**config.mk**
```make
export PLATFORM = sky130hd
export DESIGN_NAME = reg_file_sb
export DESIGN_NICKNAME = d
export VERILOG_FILES = /design/src/rtl/rf_pkg.sv /design/src/rtl/rf_bypass_mux.sv /design/src/rtl/reg_file_sb.sv
export SDC_FILE = /design/constraint.sdc
export NUM_CORES = 1
export LEC_CHECK = 0
export ABC_CLOCK_PERIOD_IN_PS = 1600
export CAP_MARGIN = 0
export CORE_MARGIN = 3
export CORE_UTILIZATION = 33
export CTS_CLUSTER_SIZE = 10
export DETAILED_ROUTE_END_ITERATION = 16
export PLACE_DENSITY = 0.62
export RECOVER_POWER = 100
export SYNTH_ARGS = -nofsm -noshare
export SYNTH_HDL_FRONTEND = slang
export SYNTH_SLANG_ARGS = --single-unit
```
**constraint.sdc**
```tcl
create_clock -name clk -period 1.6 [get_ports clk]
set_clock_uncertainty 0.1 [all_clocks]
set_input_delay 0.16 -clock clk [delete_from_list [all_inputs] [get_ports clk]]
set_output_delay 0.16 -clock clk [all_outputs]
set_load 0.03 [all_outputs]
```
**src/rtl/rf_pkg.sv**
```systemverilog
// rf_pkg: shared widths, PC alias index and register index type for reg_file_sb
package rf_pkg;
  localparam int DATA_W = 16;
  localparam int ADDR_W = 3;
  localparam int NREGS  = 8;
  localparam int PC_IDX = 7;
  typedef logic [ADDR_W-1:0] reg_idx_t;
endpackage

```
**src/rtl/rf_bypass_mux.sv**
```systemverilog
// rf_bypass_mux: per-read-port forwarding mux, priority wr1 > wr0 > pc > stored
// Ports: stored value and read index in; three write sources in; data and hit out.
// BYPASS=0 passes the stored value through and never reports a hit.
module rf_bypass_mux
  import rf_pkg::*;
#(
  parameter int DATA_W = rf_pkg::DATA_W,
  parameter int ADDR_W = rf_pkg::ADDR_W,
  parameter int PC_IDX = rf_pkg::PC_IDX,
  parameter bit BYPASS = 1'b0
) (
  input  logic [DATA_W-1:0] stored,
  input  logic [ADDR_W-1:0] rd_addr,
  input  logic              wr_en1,
  input  logic [ADDR_W-1:0] wr_addr1,
  input  logic [DATA_W-1:0] wr_data1,
  input  logic              wr_en0,
  input  logic [ADDR_W-1:0] wr_addr0,
  input  logic [DATA_W-1:0] wr_data0,
  input  logic              pc_wr_en,
  input  logic [DATA_W-1:0] pc_wr_data,
  output logic [DATA_W-1:0] data,
  output logic              hit
);
  logic w1, w0, wp;
  assign w1   = wr_en1 && wr_addr1 == rd_addr;
  assign w0   = wr_en0 && wr_addr0 == rd_addr;
  assign wp   = pc_wr_en && rd_addr == ADDR_W'(PC_IDX);
  assign hit  = BYPASS && (w1 || w0 || wp);
  assign data = !BYPASS ? stored : w1 ? wr_data1 : w0 ? wr_data0 : wp ? pc_wr_data : stored;
endmodule

```
**src/rtl/reg_file_sb.sv**
```systemverilog
// reg_file_sb: 2R/2W register file with PC write port and pending-write scoreboard
// Ports: rd_addr1/2 -> rd_data1/2, rd_busy1/2 (combinational); wr_*0, wr_*1 writeback
// (port 1 wins); pc_wr_en/pc_wr_data sequential PC update; pc_out stored PC;
// iss_en/iss_addr mark a destination pending; busy_vec exposes all pending bits.
// Macro RF_BYPASS_EN enables write-first forwarding and busy masking on the read ports.
module reg_file_sb
  import rf_pkg::*;
#(
  parameter int DATA_W = rf_pkg::DATA_W,
  parameter int ADDR_W = rf_pkg::ADDR_W,
  parameter int NREGS  = rf_pkg::NREGS,
  parameter int PC_IDX = rf_pkg::PC_IDX
) (
  input  logic              clk,
  input  logic              rst_n,
  input  logic [ADDR_W-1:0] rd_addr1,
  input  logic [ADDR_W-1:0] rd_addr2,
  output logic [DATA_W-1:0] rd_data1,
  output logic [DATA_W-1:0] rd_data2,
  output logic              rd_busy1,
  output logic              rd_busy2,
  input  logic              wr_en0,
  input  logic [ADDR_W-1:0] wr_addr0,
  input  logic [DATA_W-1:0] wr_data0,
  input  logic              wr_en1,
  input  logic [ADDR_W-1:0] wr_addr1,
  input  logic [DATA_W-1:0] wr_data1,
  input  logic              pc_wr_en,
  input  logic [DATA_W-1:0] pc_wr_data,
  output logic [DATA_W-1:0] pc_out,
  input  logic              iss_en,
  input  logic [ADDR_W-1:0] iss_addr,
  output logic [NREGS-1:0]  busy_vec
);
`ifdef RF_BYPASS_EN
  localparam bit BYPASS = 1'b1;
`else
  localparam bit BYPASS = 1'b0;
`endif
  logic [DATA_W-1:0] regs_q [NREGS];
  logic [DATA_W-1:0] regs_d [NREGS];
  logic [NREGS-1:0]  busy_q, busy_d;
  logic              hit1, hit2;
  always_comb begin
    for (int i = 0; i < NREGS; i++) begin
      regs_d[i] = (wr_en1 && wr_addr1 == ADDR_W'(i)) ? wr_data1 :
                  (wr_en0 && wr_addr0 == ADDR_W'(i)) ? wr_data0 :
                  (pc_wr_en && i == PC_IDX)          ? pc_wr_data : regs_q[i];
      // an issue in the same cycle as a writeback is younger, so set beats clear
      busy_d[i] = (iss_en && iss_addr == ADDR_W'(i)) ||
                  (busy_q[i] && !((wr_en0 && wr_addr0 == ADDR_W'(i)) ||
                                  (wr_en1 && wr_addr1 == ADDR_W'(i))));
    end
  end
  always_ff @(posedge clk or negedge rst_n) begin
    if (!rst_n) begin
      regs_q <= '{default: '0};
      busy_q <= '0;
    end else begin
      regs_q <= regs_d;
      busy_q <= busy_d;
    end
  end
  rf_bypass_mux #(.DATA_W(DATA_W), .ADDR_W(ADDR_W), .PC_IDX(PC_IDX), .BYPASS(BYPASS)) u_mux1 (
    .stored(regs_q[rd_addr1]), .rd_addr(rd_addr1),
    .wr_en1(wr_en1), .wr_addr1(wr_addr1), .wr_data1(wr_data1),
    .wr_en0(wr_en0), .wr_addr0(wr_addr0), .wr_data0(wr_data0),
    .pc_wr_en(pc_wr_en), .pc_wr_data(pc_wr_data),
    .data(rd_data1), .hit(hit1)
  );
  rf_bypass_mux #(.DATA_W(DATA_W), .ADDR_W(ADDR_W), .PC_IDX(PC_IDX), .BYPASS(BYPASS)) u_mux2 (
    .stored(regs_q[rd_addr2]), .rd_addr(rd_addr2),
    .wr_en1(wr_en1), .wr_addr1(wr_addr1), .wr_data1(wr_data1),
    .wr_en0(wr_en0), .wr_addr0(wr_addr0), .wr_data0(wr_data0),
    .pc_wr_en(pc_wr_en), .pc_wr_data(pc_wr_data),
    .data(rd_data2), .hit(hit2)
  );
  // a forwarded write makes the read value current, so it is no longer pending
  assign rd_busy1 = busy_q[rd_addr1] && !hit1;
  assign rd_busy2 = busy_q[rd_addr2] && !hit2;
  assign pc_out   = regs_q[PC_IDX];
  assign busy_vec = busy_q;
endmodule

```
; ---- Word-level counts from Yosys, hierarchy flattened
; Cells that the tools add are included.
[totals]
output_inout_bits = 58
memories = 0
reg_bits = 136
in_bits = 69
rom_bits = 0
latch_bits = 0
mem_bits_rw = 0
[classes]
div = 0
bitwise = 2
n_reduce_logical = 67
n_lt_le_gt_ge = 4
shifts = 0
mul = 0
addsub = 0
muxes = 27
eq_ne = 21
[op_table]
columns = cell, n
row1 = 16-bit 2-to-1 mux, 21
row2 = 16-bit binary-select mux with 3-bit select, 2
row3 = "3-bit equality test, second input constant", 12
row4 = 1-bit logical AND, 32
row5 = "3-bit by 2-bit equality test with 1-bit output, second input constant", 6
row6 = 1-bit logical OR, 16
row7 = 2-bit nonzero test, 7
row8 = "3-bit by 1-bit equality test with 1-bit output, second input constant", 3
row9 = 3-bit logical NOT, 3
row10 = "4-bit greater-or-equal comparator, second input constant", 2
row11 = 1-bit logical NOT, 8
row12 = "3-bit by 4-bit less-than comparator with 1-bit output, second input constant", 2
row13 = 3-bit NOT with 4-bit output, 2
row14 = 1-bit binary-select mux with 3-bit select, 2
row15 = 3-bit nonzero test, 1
row16 = 1-bit 2-to-1 mux, 2

; ---- Longest topological paths before layout
[logic_depth]
word_depth = 6
mapped_depth = 6
ltp_nobuf = 3

; ---- Modules after synthesis
; A second synthesis with hierarchy kept.
[unflattened]
hier_cells = 836
area_unflattened_um2 = 9355.2
[by_module_without_submodules]
columns = mod, instances, cells_per_inst, area_per_inst_um2
row1 = reg_file_sb, 1, 800, 9092.5
row2 = rf_bypass_mux, 2, 18, 131.4

; ---- Worst setup path after synthesis
; No wires, ideal clock.
[synth_timing]
path_kind = register to output
from = register busy_q[5], in the netlist busy_vec[5]
to = output port rd_busy1
required_ns = 1.340
n_path_buf = 0
arrival_time_ns = 1.357
path_stages_with_launch = 3
path_slack_ns = -0.017
path_cell_list = dfrtp_1 > mux4_1 > mux2_2
[synth_between]
elab_chain_len = 2
[synth_lines]
columns = item, line_no
row1 = "start, declared", reg_file_sb.sv:42  ; logic [NREGS-1:0] busy_q, busy_d;
row2 = "start signal, assigned", reg_file_sb.sv:61  ; busy_q <= busy_d;
row3 = 1-bit binary-select mux with 3-bit select, reg_file_sb.sv:79  ; assign rd_busy1 = busy_q[rd_addr1] && !hit1;
row4 = 1-bit 2-to-1 mux (implied by the code), reg_file_sb.sv:79
row5 = "end, declared", reg_file_sb.sv:20  ; output logic rd_busy1,
; Every way passes these cells. The select of a mux whose other input is x is not followed.

; ---- Worst setup path after layout
[layout_timing]
from = register regs_q[83] (netlist bit)
to = output port rd_data1[3]
[layout_between]
elab_chain_len = 3
[layout_lines]
columns = item, line_no
row1 = "start, declared", reg_file_sb.sv:40  ; logic [DATA_W-1:0] regs_q [NREGS];
row2 = "start signal, assigned", reg_file_sb.sv:60  ; regs_q <= regs_d;
row3 = 16-bit binary-select mux with 3-bit select, reg_file_sb.sv:65  ; .stored(regs_q[rd_addr1]), .rd_addr(rd_addr1),
row4 = 16-bit 2-to-1 mux (implied by the code) (2 in series), reg_file_sb.sv:65
row5 = "end, declared", reg_file_sb.sv:18  ; output logic [DATA_W-1:0] rd_data1,
; Every way passes these cells. The select of a mux whose other input is x is not followed.

==> results.sh <==
export IMPL_grt_pass1_wl_mm=43.7
export IMPL_max_cap_violations=0
export IMPL_timing_fmax_mhz=487
export IMPL_areaGrowthSynthToFinish_pct=27.1
export IMPL_drive_above_1_share_pct=32.3
export IMPL_async_flop_share_pct=100
export IMPL_synthTopCellsByArea="dfrtp_1 (37%), mux4_1 (19%), mux2i_1 (14%)"
export IMPL_ctsRootBufferMaster="clkbuf_16"
export IMPL_syn_area_per_cell_um2=11.5
export IMPL_ys_ff_latch=136
export IMPL_hold_viol=0
export IMPL_h_tree_depth=4
export IMPL_initial_utilization_pct=33.7
export IMPL_seq_area_frac_synth_pct=37.4
export IMPL_synth_area_mm2=0.00911
export IMPL_mostFrequentLayoutCells="dfrtp_1 (130), mux2i_1 (128), nand2_1 (83)"
export IMPL_power_density_mw_per_mm2=1190
export IMPL_drt_iter0_markers=672
export IMPL_drc=0
export IMPL_fillers=2532
export IMPL_crit_chain="mux4_2 > mux2_4 > buf_6"
export IMPL_dp_hpwl_mm=18.4
export IMPL_die_h_um=172
export IMPL_peakVddDrop_uv=682
export IMPL_crit_arrival_ps=1790
export IMPL_p_leak_nw=4.97
export IMPL_timing_final_crit_share_pct=128
export IMPL_yosysTopAreaCell="dfrtp_1"
export IMPL_grt_max_degree=37
export IMPL_fp_dieW_um=172
export IMPL_syn_instance_count=790
export IMPL_num_rows=60
export IMPL_wl_per_cell_um=22.8
export IMPL_crit_slowest_cell="mux4_2"
export IMPL_worst_hold_slack_ps=153
export IMPL_cts_inserted_buffers=17
export IMPL_layout_commonest_cell="dfrtp_1"
export IMPL_status="finished, violations left"
export IMPL_relSlewSlack_pct=63.5
export IMPL_synth_distinct_cells=27
export IMPL_pre_cts_ws_ps=-424
export IMPL_drv_slew=0
export IMPL_hold_path_class="primary input to asynchronous set/reset pin"
export IMPL_synth_top_area_share_pct=37.4
export IMPL_yosysWarningCount=0
export IMPL_grt_usage_pct=19.8
export IMPL_nets=979
export IMPL_synth_flop_cell="dfrtp_1"
export IMPL_drtPass1Iterations=5
export IMPL_vias=6878
export IMPL_violations="setup timing"
export IMPL_antenna_left=0
export IMPL_setup_viol=40
export IMPL_grt_antenna_before_repair=1
export IMPL_cts_tree="built"
export IMPL_start_kind="flip-flop"
export IMPL_max_clock_path_buffers=2
export IMPL_tightest_slew_ps=547
export IMPL_clk_pin_slew_ps=60
export IMPL_gp_congestion=0.782
export IMPL_io_pins=127
export IMPL_critPathMaxFanout=3
export IMPL_place_inst=1205
export IMPL_syn_nets=859
export IMPL_finalCriticalPeriod_ps=2050
export IMPL_crit_type="flip-flop to primary output"
export IMPL_finalPower_mw=13.8
export IMPL_fin_cells=1265
export IMPL_cp_end_kind="primary output"
export IMPL_first_global_vias=6968
export IMPL_finalWirelength_mm=28.8
export IMPL_layout_setup_ws_ps=-455
export IMPL_cts_sinks=136
export IMPL_coreArea_mm2=0.0270
export IMPL_worst_skew_pair_late_latency_ps=420
export IMPL_grt_overflow_total=0
export IMPL_routed_via_density=5.44
export IMPL_cp_data_required_time_ps=1340
export IMPL_die_area_mm2=0.0296
export IMPL_io_buffers=126
export IMPL_rsz0062_at_grt="true"
export IMPL_synth_edf_count=0
export IMPL_max_stage_delay_ps=490
## state kept, by name, indices dropped and copies added (netlist names)
name      cells
pc_out       16
busy_vec      8
regs_q      112
## kinds of logic after synthesis
kind of cell	after synthesis	synth area share [%]
AND/OR/NAND/NOR	155	7.74
flip-flops	136	37.4
multiplexers	246	39.8
buffers and inverters	117	7.41
AO/OA/AOI/OAI	136	7.65
## routing by layer
layer	vias up	GRT usage (%)	part of all wire (%)
li1	3099	-	-
met1	3463	26.5	43
met2	264	31.8	47
met3	50	4.28	7.2
met4	2	6.98	2.6
met5	-	0	0.038
## path summary, 6_finish.rpt
check                      slack [ps]              startpoint  cells past startpoint                     end
min in group clk                  340             iss_addr[2]                      3   busy_vec[4]$_DFF_PN0_
min                               150                   rst_n                      2   pc_out[8]$_DFFE_PN0P_
max reg2reg                       160   pc_out[3]$_DFFE_PN0P_                      5   pc_out[3]$_DFFE_PN0P_
max                              -450  regs_q[83]$_DFFE_PN0P_                      3             rd_data1[3]
max in group asynchronous         250                   rst_n                      3   busy_vec[4]$_DFF_PN0_
min reg2reg                       470  regs_q[92]$_DFFE_PN0P_                      2  regs_q[92]$_DFFE_PN0P_
## what timing repair did
item / in CTS / in global routing
gates cloned: 0 / 1
buffers inserted: 14 / 11
hold endpoints to repair: 136 / 0
endpoints found under the setup margin: 58 / 52
hold buffers: 1 / 0
resized for setup: 171 / 34
## metrics by stage
| stage | cell area [um2] | util, % | TNS, ps |
|---|---|---|---|
| 2_1_floorplan | 9110 | - | 0 |
| 3_3_place_gp | 10900 | 40.4 | -34930 |
| 3_5_place_dp | 10900 | 40.4 | -38300 |
| 4_1_cts | 11700 | 43.2 | -14030 |
| 5_1_grt | 11600 | 42.8 | -16370 |
| 6_report | 11600 | 42.8 | -13540 |
## critical path, delay by kind of cell (launching register included)
family | cells | cell delay, ps
multiplexers | 2 | 800
buffers and inverters | 1 | 140
flip-flops | 1 | 430
## power by group
group,internal [mW],switching [mW],leakage (nW)
combinational,2.50,2.14,3.06
sequential,4.17,0.614,1.61
clock,2.83,1.52,0.311
total,9.50,4.27,4.97
## final cells by class
cell class | count | area [um2] | area share (%)
repair buffers | 216 | 2180 | 18.8
clock inverters | 13 | 200 | 1.73
inverters | 2 | 7.51 | 0.0648
diodes | 1 | 2.50 | 0.0216
flip-flops and latches | 136 | 3410 | 29.5
clock buffers | 19 | 453 | 3.91
multi-input cells | 537 | 4900 | 42.3
well taps | 341 | 427 | 3.69
## cells in the mapped netlist (all sizes together) (2+ instances only)
cell type,n
nand4b,6
and4bb,6
nand3,3
clkbuf,56
o21ai,83
mux2i,128
mux4,68
o32ai,4
nor4b,2
mux2,50
nand2b,5
dfrtp,136
nor2,48
a21oi,48
inv,2
nand2,83
buf,59
No activity file was read; power rests on OpenSTA's default activity.
